[src/rtl/risc_pkg.sv]
// Shared definitions for the 10-bit RISC control unit: opcodes, class masks,
// bus selects, FSM states and instruction field positions.
package risc_pkg;

    localparam int unsigned OP_MSB   = 9;
    localparam int unsigned OP_LSB   = 6;
    localparam int unsigned SRC_MSB  = 5;
    localparam int unsigned SRC_LSB  = 4;
    localparam int unsigned DEST_MSB = 3;
    localparam int unsigned DEST_LSB = 2;

    localparam logic [3:0] OP_NOT     = 4'd4;
    localparam logic [3:0] OP_ILLEGAL = 4'd5;
    localparam logic [3:0] OP_JMP     = 4'd6;
    localparam logic [3:0] OP_BRZ     = 4'd7;

    // Class masks: an opcode belongs to a class when (op & MASK) == PAT.
    localparam logic [3:0] MASK_BRANCH = 4'b1110;
    localparam logic [3:0] PAT_BRANCH  = 4'b0110;
    localparam logic [3:0] MASK_STORE  = 4'b1110;
    localparam logic [3:0] PAT_STORE   = 4'b1000;
    localparam logic [3:0] MASK_LOAD   = 4'b1110;
    localparam logic [3:0] PAT_LOAD    = 4'b1010;
    localparam logic [3:0] MASK_MOV    = 4'b1100;
    localparam logic [3:0] PAT_MOV     = 4'b1100;

    typedef enum logic [2:0] {
        BUS_R0   = 3'd0,
        BUS_R1   = 3'd1,
        BUS_R2   = 3'd2,
        BUS_R3   = 3'd3,
        BUS_PC   = 3'd4,
        BUS_MEM  = 3'd5,
        BUS_NONE = 3'd6
    } bus_sel_t;

    typedef enum logic [2:0] {
        S_IDLE,
        S_FET1,
        S_FET2,
        S_DEC,
        S_EX1,
        S_RD1,
        S_RD2,
        S_WR1
    } state_t;

    function automatic logic op_match(input logic [3:0] op,
                                      input logic [3:0] mask,
                                      input logic [3:0] pat);
        return (op & mask) == pat;
    endfunction

endpackage

[src/rtl/risc_instr_decode.sv]
// Purely combinational opcode classifier and register-field extractor.
module risc_instr_decode
    import risc_pkg::*;
#(
    parameter int unsigned WORD_SIZE = 10
) (
    input  logic [WORD_SIZE-1:0] instr,
    output logic [3:0]           opcode,
    output logic [1:0]           src,
    output logic [1:0]           dest,
    output logic                 is_alu,
    output logic                 is_mov,
    output logic                 is_jmp,
    output logic                 is_brz,
    output logic                 is_load,
    output logic                 is_store,
    output logic                 is_illegal
);

    logic unused_reserved;

    assign opcode = instr[OP_MSB:OP_LSB];
    assign src    = instr[SRC_MSB:SRC_LSB];
    assign dest   = instr[DEST_MSB:DEST_LSB];

    // Bits [1:0] carry no meaning for the control unit.
    assign unused_reserved = ^instr[1:0];

    assign is_alu     = (opcode <= OP_NOT);
    assign is_mov     = op_match(opcode, MASK_MOV, PAT_MOV);
    assign is_jmp     = op_match(opcode, MASK_BRANCH, PAT_BRANCH) && (opcode == OP_JMP);
    assign is_brz     = op_match(opcode, MASK_BRANCH, PAT_BRANCH) && (opcode == OP_BRZ);
    assign is_load    = op_match(opcode, MASK_LOAD, PAT_LOAD);
    assign is_store   = op_match(opcode, MASK_STORE, PAT_STORE);
    assign is_illegal = (opcode == OP_ILLEGAL);

endmodule

[src/rtl/risc_control_unit.sv]
// Multi-cycle fetch/decode/execute control FSM for the 10-bit RISC core.
// Optional memory-ack timeout enabled by defining RISC_CU_MEM_TIMEOUT_EN.
module risc_control_unit #(
    parameter int unsigned WORD_SIZE      = 10,
    parameter int unsigned OP_SIZE        = 4,
    parameter int unsigned TIMEOUT_CYCLES = 16
) (
    input  logic                 clk,
    input  logic                 rst,
    input  logic [WORD_SIZE-1:0] instr_in,
    input  logic                 zero_flag,
    input  logic                 mem_ack,
    output logic                 load_ir,
    output logic                 load_add_r,
    output logic                 inc_pc,
    output logic                 load_pc,
    output logic                 load_reg_y,
    output logic                 load_reg_z,
    output logic [3:0]           load_reg,
    output logic                 alu_wb,
    output logic [2:0]           bus_sel,
    output logic [OP_SIZE-1:0]   alu_sel,
    output logic                 mem_rd,
    output logic                 mem_wr,
    output logic                 illegal_op,
    output logic                 mem_timeout
);

    import risc_pkg::*;

    state_t     state, state_next;
    logic [3:0] opcode;
    logic [1:0] src, dest;
    logic       is_alu, is_mov, is_jmp, is_brz, is_load, is_store, is_illegal;
    logic [3:0] dest_onehot;
    logic       timeout;

    risc_instr_decode #(
        .WORD_SIZE (WORD_SIZE)
    ) u_decode (
        .instr      (instr_in),
        .opcode     (opcode),
        .src        (src),
        .dest       (dest),
        .is_alu     (is_alu),
        .is_mov     (is_mov),
        .is_jmp     (is_jmp),
        .is_brz     (is_brz),
        .is_load    (is_load),
        .is_store   (is_store),
        .is_illegal (is_illegal)
    );

    assign dest_onehot = 4'b0001 << dest;

`ifdef RISC_CU_MEM_TIMEOUT_EN
    localparam int unsigned CNT_W = $clog2(TIMEOUT_CYCLES + 1);

    logic [CNT_W-1:0] wait_cnt;
    logic             in_wait;

    assign in_wait = (state == S_FET2) || (state == S_RD1) ||
                     (state == S_RD2)  || (state == S_WR1);
    // An ack arriving in the limit cycle completes normally.
    assign timeout = in_wait && !mem_ack && (wait_cnt == CNT_W'(TIMEOUT_CYCLES - 1));

    always_ff @(posedge clk) begin
        if (rst || (state_next != state))
            wait_cnt <= '0;
        else if (in_wait)
            wait_cnt <= wait_cnt + 1'b1;
    end
`else
    localparam int unsigned unused_timeout_cycles = TIMEOUT_CYCLES;

    assign timeout = 1'b0;
`endif

    always_ff @(posedge clk) begin
        if (rst)
            state <= S_IDLE;
        else
            state <= state_next;
    end

    always_comb begin
        state_next = state;
        unique case (state)
            S_IDLE: state_next = S_FET1;
            S_FET1: state_next = S_FET2;
            S_FET2: if (mem_ack) state_next = S_DEC;
            S_DEC: begin
                if (is_alu)
                    state_next = S_EX1;
                else if (is_jmp || is_brz || is_load || is_store)
                    state_next = S_RD1;
                else
                    state_next = S_FET1;
            end
            S_EX1: state_next = S_FET1;
            S_RD1: begin
                if (mem_ack) begin
                    if (is_load)
                        state_next = S_RD2;
                    else if (is_store)
                        state_next = S_WR1;
                    else
                        state_next = S_FET1;
                end
            end
            S_RD2: if (mem_ack) state_next = S_FET1;
            S_WR1: if (mem_ack) state_next = S_FET1;
            default: state_next = S_IDLE;
        endcase
        if (timeout)
            state_next = S_FET1;
    end

    always_comb begin
        load_ir     = 1'b0;
        load_add_r  = 1'b0;
        inc_pc      = 1'b0;
        load_pc     = 1'b0;
        load_reg_y  = 1'b0;
        load_reg_z  = 1'b0;
        load_reg    = '0;
        alu_wb      = 1'b0;
        bus_sel     = BUS_NONE;
        alu_sel     = '0;
        mem_rd      = 1'b0;
        mem_wr      = 1'b0;
        illegal_op  = 1'b0;
        mem_timeout = 1'b0;
        if (!rst) begin
            unique case (state)
                S_IDLE: ;
                S_FET1: begin
                    bus_sel    = BUS_PC;
                    load_add_r = 1'b1;
                end
                S_FET2: begin
                    if (timeout) begin
                        mem_timeout = 1'b1;
                    end else begin
                        mem_rd  = 1'b1;
                        bus_sel = BUS_MEM;
                        if (mem_ack) begin
                            load_ir = 1'b1;
                            inc_pc  = 1'b1;
                        end
                    end
                end
                S_DEC: begin
                    if (is_alu) begin
                        bus_sel    = {1'b0, src};
                        load_reg_y = 1'b1;
                    end else if (is_mov) begin
                        bus_sel  = {1'b0, src};
                        load_reg = dest_onehot;
                    end else if (is_jmp || is_brz || is_load || is_store) begin
                        bus_sel    = BUS_PC;
                        load_add_r = 1'b1;
                    end else if (is_illegal) begin
                        illegal_op = 1'b1;
                    end
                end
                S_EX1: begin
                    bus_sel    = {1'b0, dest};
                    alu_sel    = OP_SIZE'(opcode);
                    load_reg_z = 1'b1;
                    alu_wb     = 1'b1;
                    load_reg   = dest_onehot;
                end
                S_RD1: begin
                    if (timeout) begin
                        mem_timeout = 1'b1;
                    end else begin
                        mem_rd  = 1'b1;
                        bus_sel = BUS_MEM;
                        if (mem_ack) begin
                            if (is_jmp || (is_brz && zero_flag)) begin
                                load_pc = 1'b1;
                            end else begin
                                inc_pc     = 1'b1;
                                load_add_r = is_load || is_store;
                            end
                        end
                    end
                end
                S_RD2: begin
                    if (timeout) begin
                        mem_timeout = 1'b1;
                    end else begin
                        mem_rd  = 1'b1;
                        bus_sel = BUS_MEM;
                        if (mem_ack)
                            load_reg = dest_onehot;
                    end
                end
                S_WR1: begin
                    if (timeout) begin
                        mem_timeout = 1'b1;
                    end else begin
                        mem_wr  = 1'b1;
                        bus_sel = {1'b0, src};
                    end
                end
                default: ;
            endcase
        end
    end

endmodule

[config.mk]
export PLATFORM = sky130hd
export DESIGN_NAME = risc_control_unit
export DESIGN_NICKNAME = d
export VERILOG_FILES = /design/src/rtl/risc_pkg.sv /design/src/rtl/risc_instr_decode.sv /design/src/rtl/risc_control_unit.sv
export SDC_FILE = /design/constraint.sdc
export NUM_CORES = 1
export LEC_CHECK = 0
export ABC_AREA = 0
export CAP_MARGIN = 5
export CORE_MARGIN = 8
export CORE_UTILIZATION = 39
export CTS_BUF_LIST = sky130_fd_sc_hd__clkbuf_16
export CTS_CLUSTER_SIZE = 28
export DETAILED_ROUTE_END_ITERATION = 8
export PLACE_DENSITY_LB_ADDON = 0.2
export SETUP_SLACK_MARGIN = 0.1
export SKIP_CTS_REPAIR_TIMING = 1
export SYNTH_ARGS = -nofsm -noshare
export SYNTH_HDL_FRONTEND = slang
export SYNTH_SLANG_ARGS = --single-unit
[constraint.sdc]
create_clock -name clk -period 2.5 [get_ports clk]
set_input_delay 0.5 -clock clk [delete_from_list [all_inputs] [get_ports clk]]
set_output_delay 0.5 -clock clk [all_outputs]
set_load 0.01 [all_outputs]
==> out/metrics.csv <==
metric;value;unit
outcome;finished clean;
place_congestion;0.806;
crit_path_max_fanout;7;
min_period;2.34;ns
setup_viol_count_final;0;
via_count_of_the_first_global_routing_pass;795;
ios;36;
cap_violations;0;
grt_pass1_wl;3260;µm
vdd_drop_max;0.000298;V
core.rowCount;14;
postSynthRegisterBits;3;
achievable-frequency;428;MHz
synth.lib_cells_used.distinct;36;
ctsLongestPathBuffers;2;
grt_start_max_net_pins;19;
area_growth_syn_to_layout;95.3;%
timing_max_transition_violations_final;0;
timing.final.ws_setup;0.165;ns
via_count;797;
placeableCoreArea;1450;µm²
layout-drive-gt1-share;27.8;%
worstSkewPairLatency;0.22;ns
whs;0.617;ns
groute.layer.met3.usage;3.26;%
sink_count_of_the_clock_tree;3;
critPathCaptureType;output port;
cts_tree;yes;
syn_avg_cell_area;6.85;µm²
global_route.overflow_total;0;
fin_cells;149;
grtUsageMet2;25.1;%
p_comb_share;31.8;%
worstHoldPathType;flop to flop;
die_area;3010;µm²
layout.area.seq;60.1;µm²
cts.reportedPaths.clkPinSlew;0.03;ns
initialDrtViolationCount;20;
dp_slack;-0.305;ns
period_share;93.4;%
dp_hpwl;1570;µm
yosys_warnings;0;
netSwitchingPower;118;µW
die_w;54.9;µm
finalHoldViolations;0;
num_antenna_cells;0;
netSwitchingFraction;26.1;%
synthCells;86;
fin_nets;148;
cts_made_buffers;3;
arrival;1.84;ns
timing.critical_path.from_type;flop;
starting_utilization_of_the_core_area;40.5;%
cts.htree.levels;1;
total_power_divided_by_cell_area;393;nW/µm²
synth-seq-area-share;10.2;%
chipHeight;54.9;µm
path_class;flop to output port;
drt_wl_total;2200;µm
clock-root-buffer;sky130_fd_sc_hd__clkbuf_16;
clock-skew-final;0.000300;ns
p_clk_share;55.4;%
layout_top_registers;state x3;
drt_antenna_net_count;0;
largest-register;state;
route.detailed.drc;0;
buffer_ports.inserted;32;
post-place-cells;142;
gr-max-usage-layer;met2;
track_usage;13.9;%
synth_area;589;µm²
detail_route.vias_per_cell;5.35;
multi_input_comb_area;482;µm²
synth_fp_nets;100;
p_seq_share;12.8;%
internal-power;334;µW
num-fill-cells;114;
dr.pass1.iters;4;
static-leakage-power;0.703;nW
antenna_found_initial;0;
wl_per_cell;14.7;µm
final_core_utilization;79.2;%
largest_register_ffs;3;
setup_repair_after_global_routing_missed_its_margin;no;
met1_layer_usage_reported_by_global_route;15.7;%
timing.critical_path.required;2.00;ns
[final cells by class]
| class | count | area share [%] |
|---|---|---|
| clock buffer | 3 | 6.52 |
| clock inverter | 1 | 0.326 |
| multi-input combinational | 74 | 41.8 |
| sequential | 3 | 5.22 |
| timing repair buffer | 51 | 44.0 |
| tap | 16 | 1.74 |
| inverter | 1 | 0.326 |
[critical path, cell delays in order, from the launching register on]
cell,delay [ns]
sky130_fd_sc_hd__dfxtp_1,0.33
sky130_fd_sc_hd__buf_4,0.17
sky130_fd_sc_hd__nand2b_1,0.19
sky130_fd_sc_hd__nor3_4,0.24
sky130_fd_sc_hd__and2_1,0.15
sky130_fd_sc_hd__clkdlybuf4s50_1,0.53
[cells in the final DEF, fill, tap and decap left out, drive strengths merged, types with 2 or more instances in the layout]
| cell | netlist | layout |
|---|---|---|
| dfxtp | 3 | 3 |
| o21bai | 2 | 2 |
| nand2b | 7 | 7 |
| dlymetal6s2s | 0 | 18 |
| and2 | 4 | 4 |
| nor3b | 3 | 3 |
| nor2b | 2 | 2 |
| clkdlybuf4s50 | 0 | 13 |
| buf | 7 | 19 |
| a21oi | 8 | 8 |
| nand3 | 2 | 2 |
| o21ai | 8 | 8 |
| nand4b | 2 | 2 |
| o21a | 3 | 3 |
| clkbuf | 1 | 4 |
| nor2 | 6 | 6 |
| nand2 | 10 | 10 |
| nor3 | 6 | 6 |
| inv | 1 | 2 |
[power by group through the flow]
stage          sequential (mW)  combinational [mW]  clock [mW]
2_1_floorplan           0.0562              0.0745           0
3_3_place_gp            0.0576               0.136           0
3_5_place_dp            0.0579               0.139           0
4_1_cts                 0.0577               0.140       0.252
5_1_grt                 0.0585               0.156       0.255
6_report                0.0578               0.144       0.250
[cells in the mapped netlist (all sizes together)]
cell	n	area (µm²)
o21ai	8	40.0
a22o	1	8.76
a31oi	1	6.26
mux2i	1	10.0
nand4b	2	17.5
nor2b	2	20.0
and2	4	26.3
nor4	1	6.26
nand2b	7	43.8
and3	1	7.51
a21o	1	7.51
nor2	6	22.5
a21oi	8	43.8
clkbuf	1	13.8
nand3	2	10.0
buf	7	58.8
conb	1	3.75
and2b	1	8.76
o21bai	2	15.0
nor3b	3	32.5
a311oi	1	8.76
inv	1	3.75
o21a	3	22.5
o211ai	1	7.51
nor3	6	35.0
a211o	1	8.76
nand2	10	40.0
dfxtp	3	60.1
[stage by stage]
step | total power [mW] | TNS [ns] | area [µm²]
after global routing | 0.469 | 0 | 1150
after detailed placement | 0.197 | -2.80 | 977
after CTS | 0.450 | -3.01 | 1060
final | 0.452 | 0 | 1150
after global placement | 0.194 | -2.59 | 977
after floorplan | 0.131 | 0 | 589
[per-layer routing]
layer,up-vias,part of all wire [%]
li1,397,-
met5,-,0
met3,0,7.5
met2,27,54
met4,0,0
met1,373,38
[cell families after synthesis]
group / synth area share [%]
AOI/OAI and AO/OA: 28.7
buffers and inverters: 12.9
DFF: 10.2
muxes: 1.70
other: 0.636
and+or+nand+nor: 45.9
[worst paths after layout]
| kind | endpoint | cells past startpoint | slack (ns) | startpoint |
|---|---|---|---|---|
| worst max-delay path | alu_sel[0] | 5 | 0.16 | state[0]$_SDFFE_PP0P_ |
| worst min-delay path | state[2]$_SDFFE_PP0P_ | 2 | 0.62 | state[2]$_SDFFE_PP0P_ |
| worst max register to register | state[1]$_SDFFE_PP0P_ | 5 | 1.27 | state[2]$_SDFFE_PP0P_ |
| worst min register to register | state[2]$_SDFFE_PP0P_ | 2 | 0.62 | state[2]$_SDFFE_PP0P_ |
No activity file was read; power rests on OpenSTA's default activity.
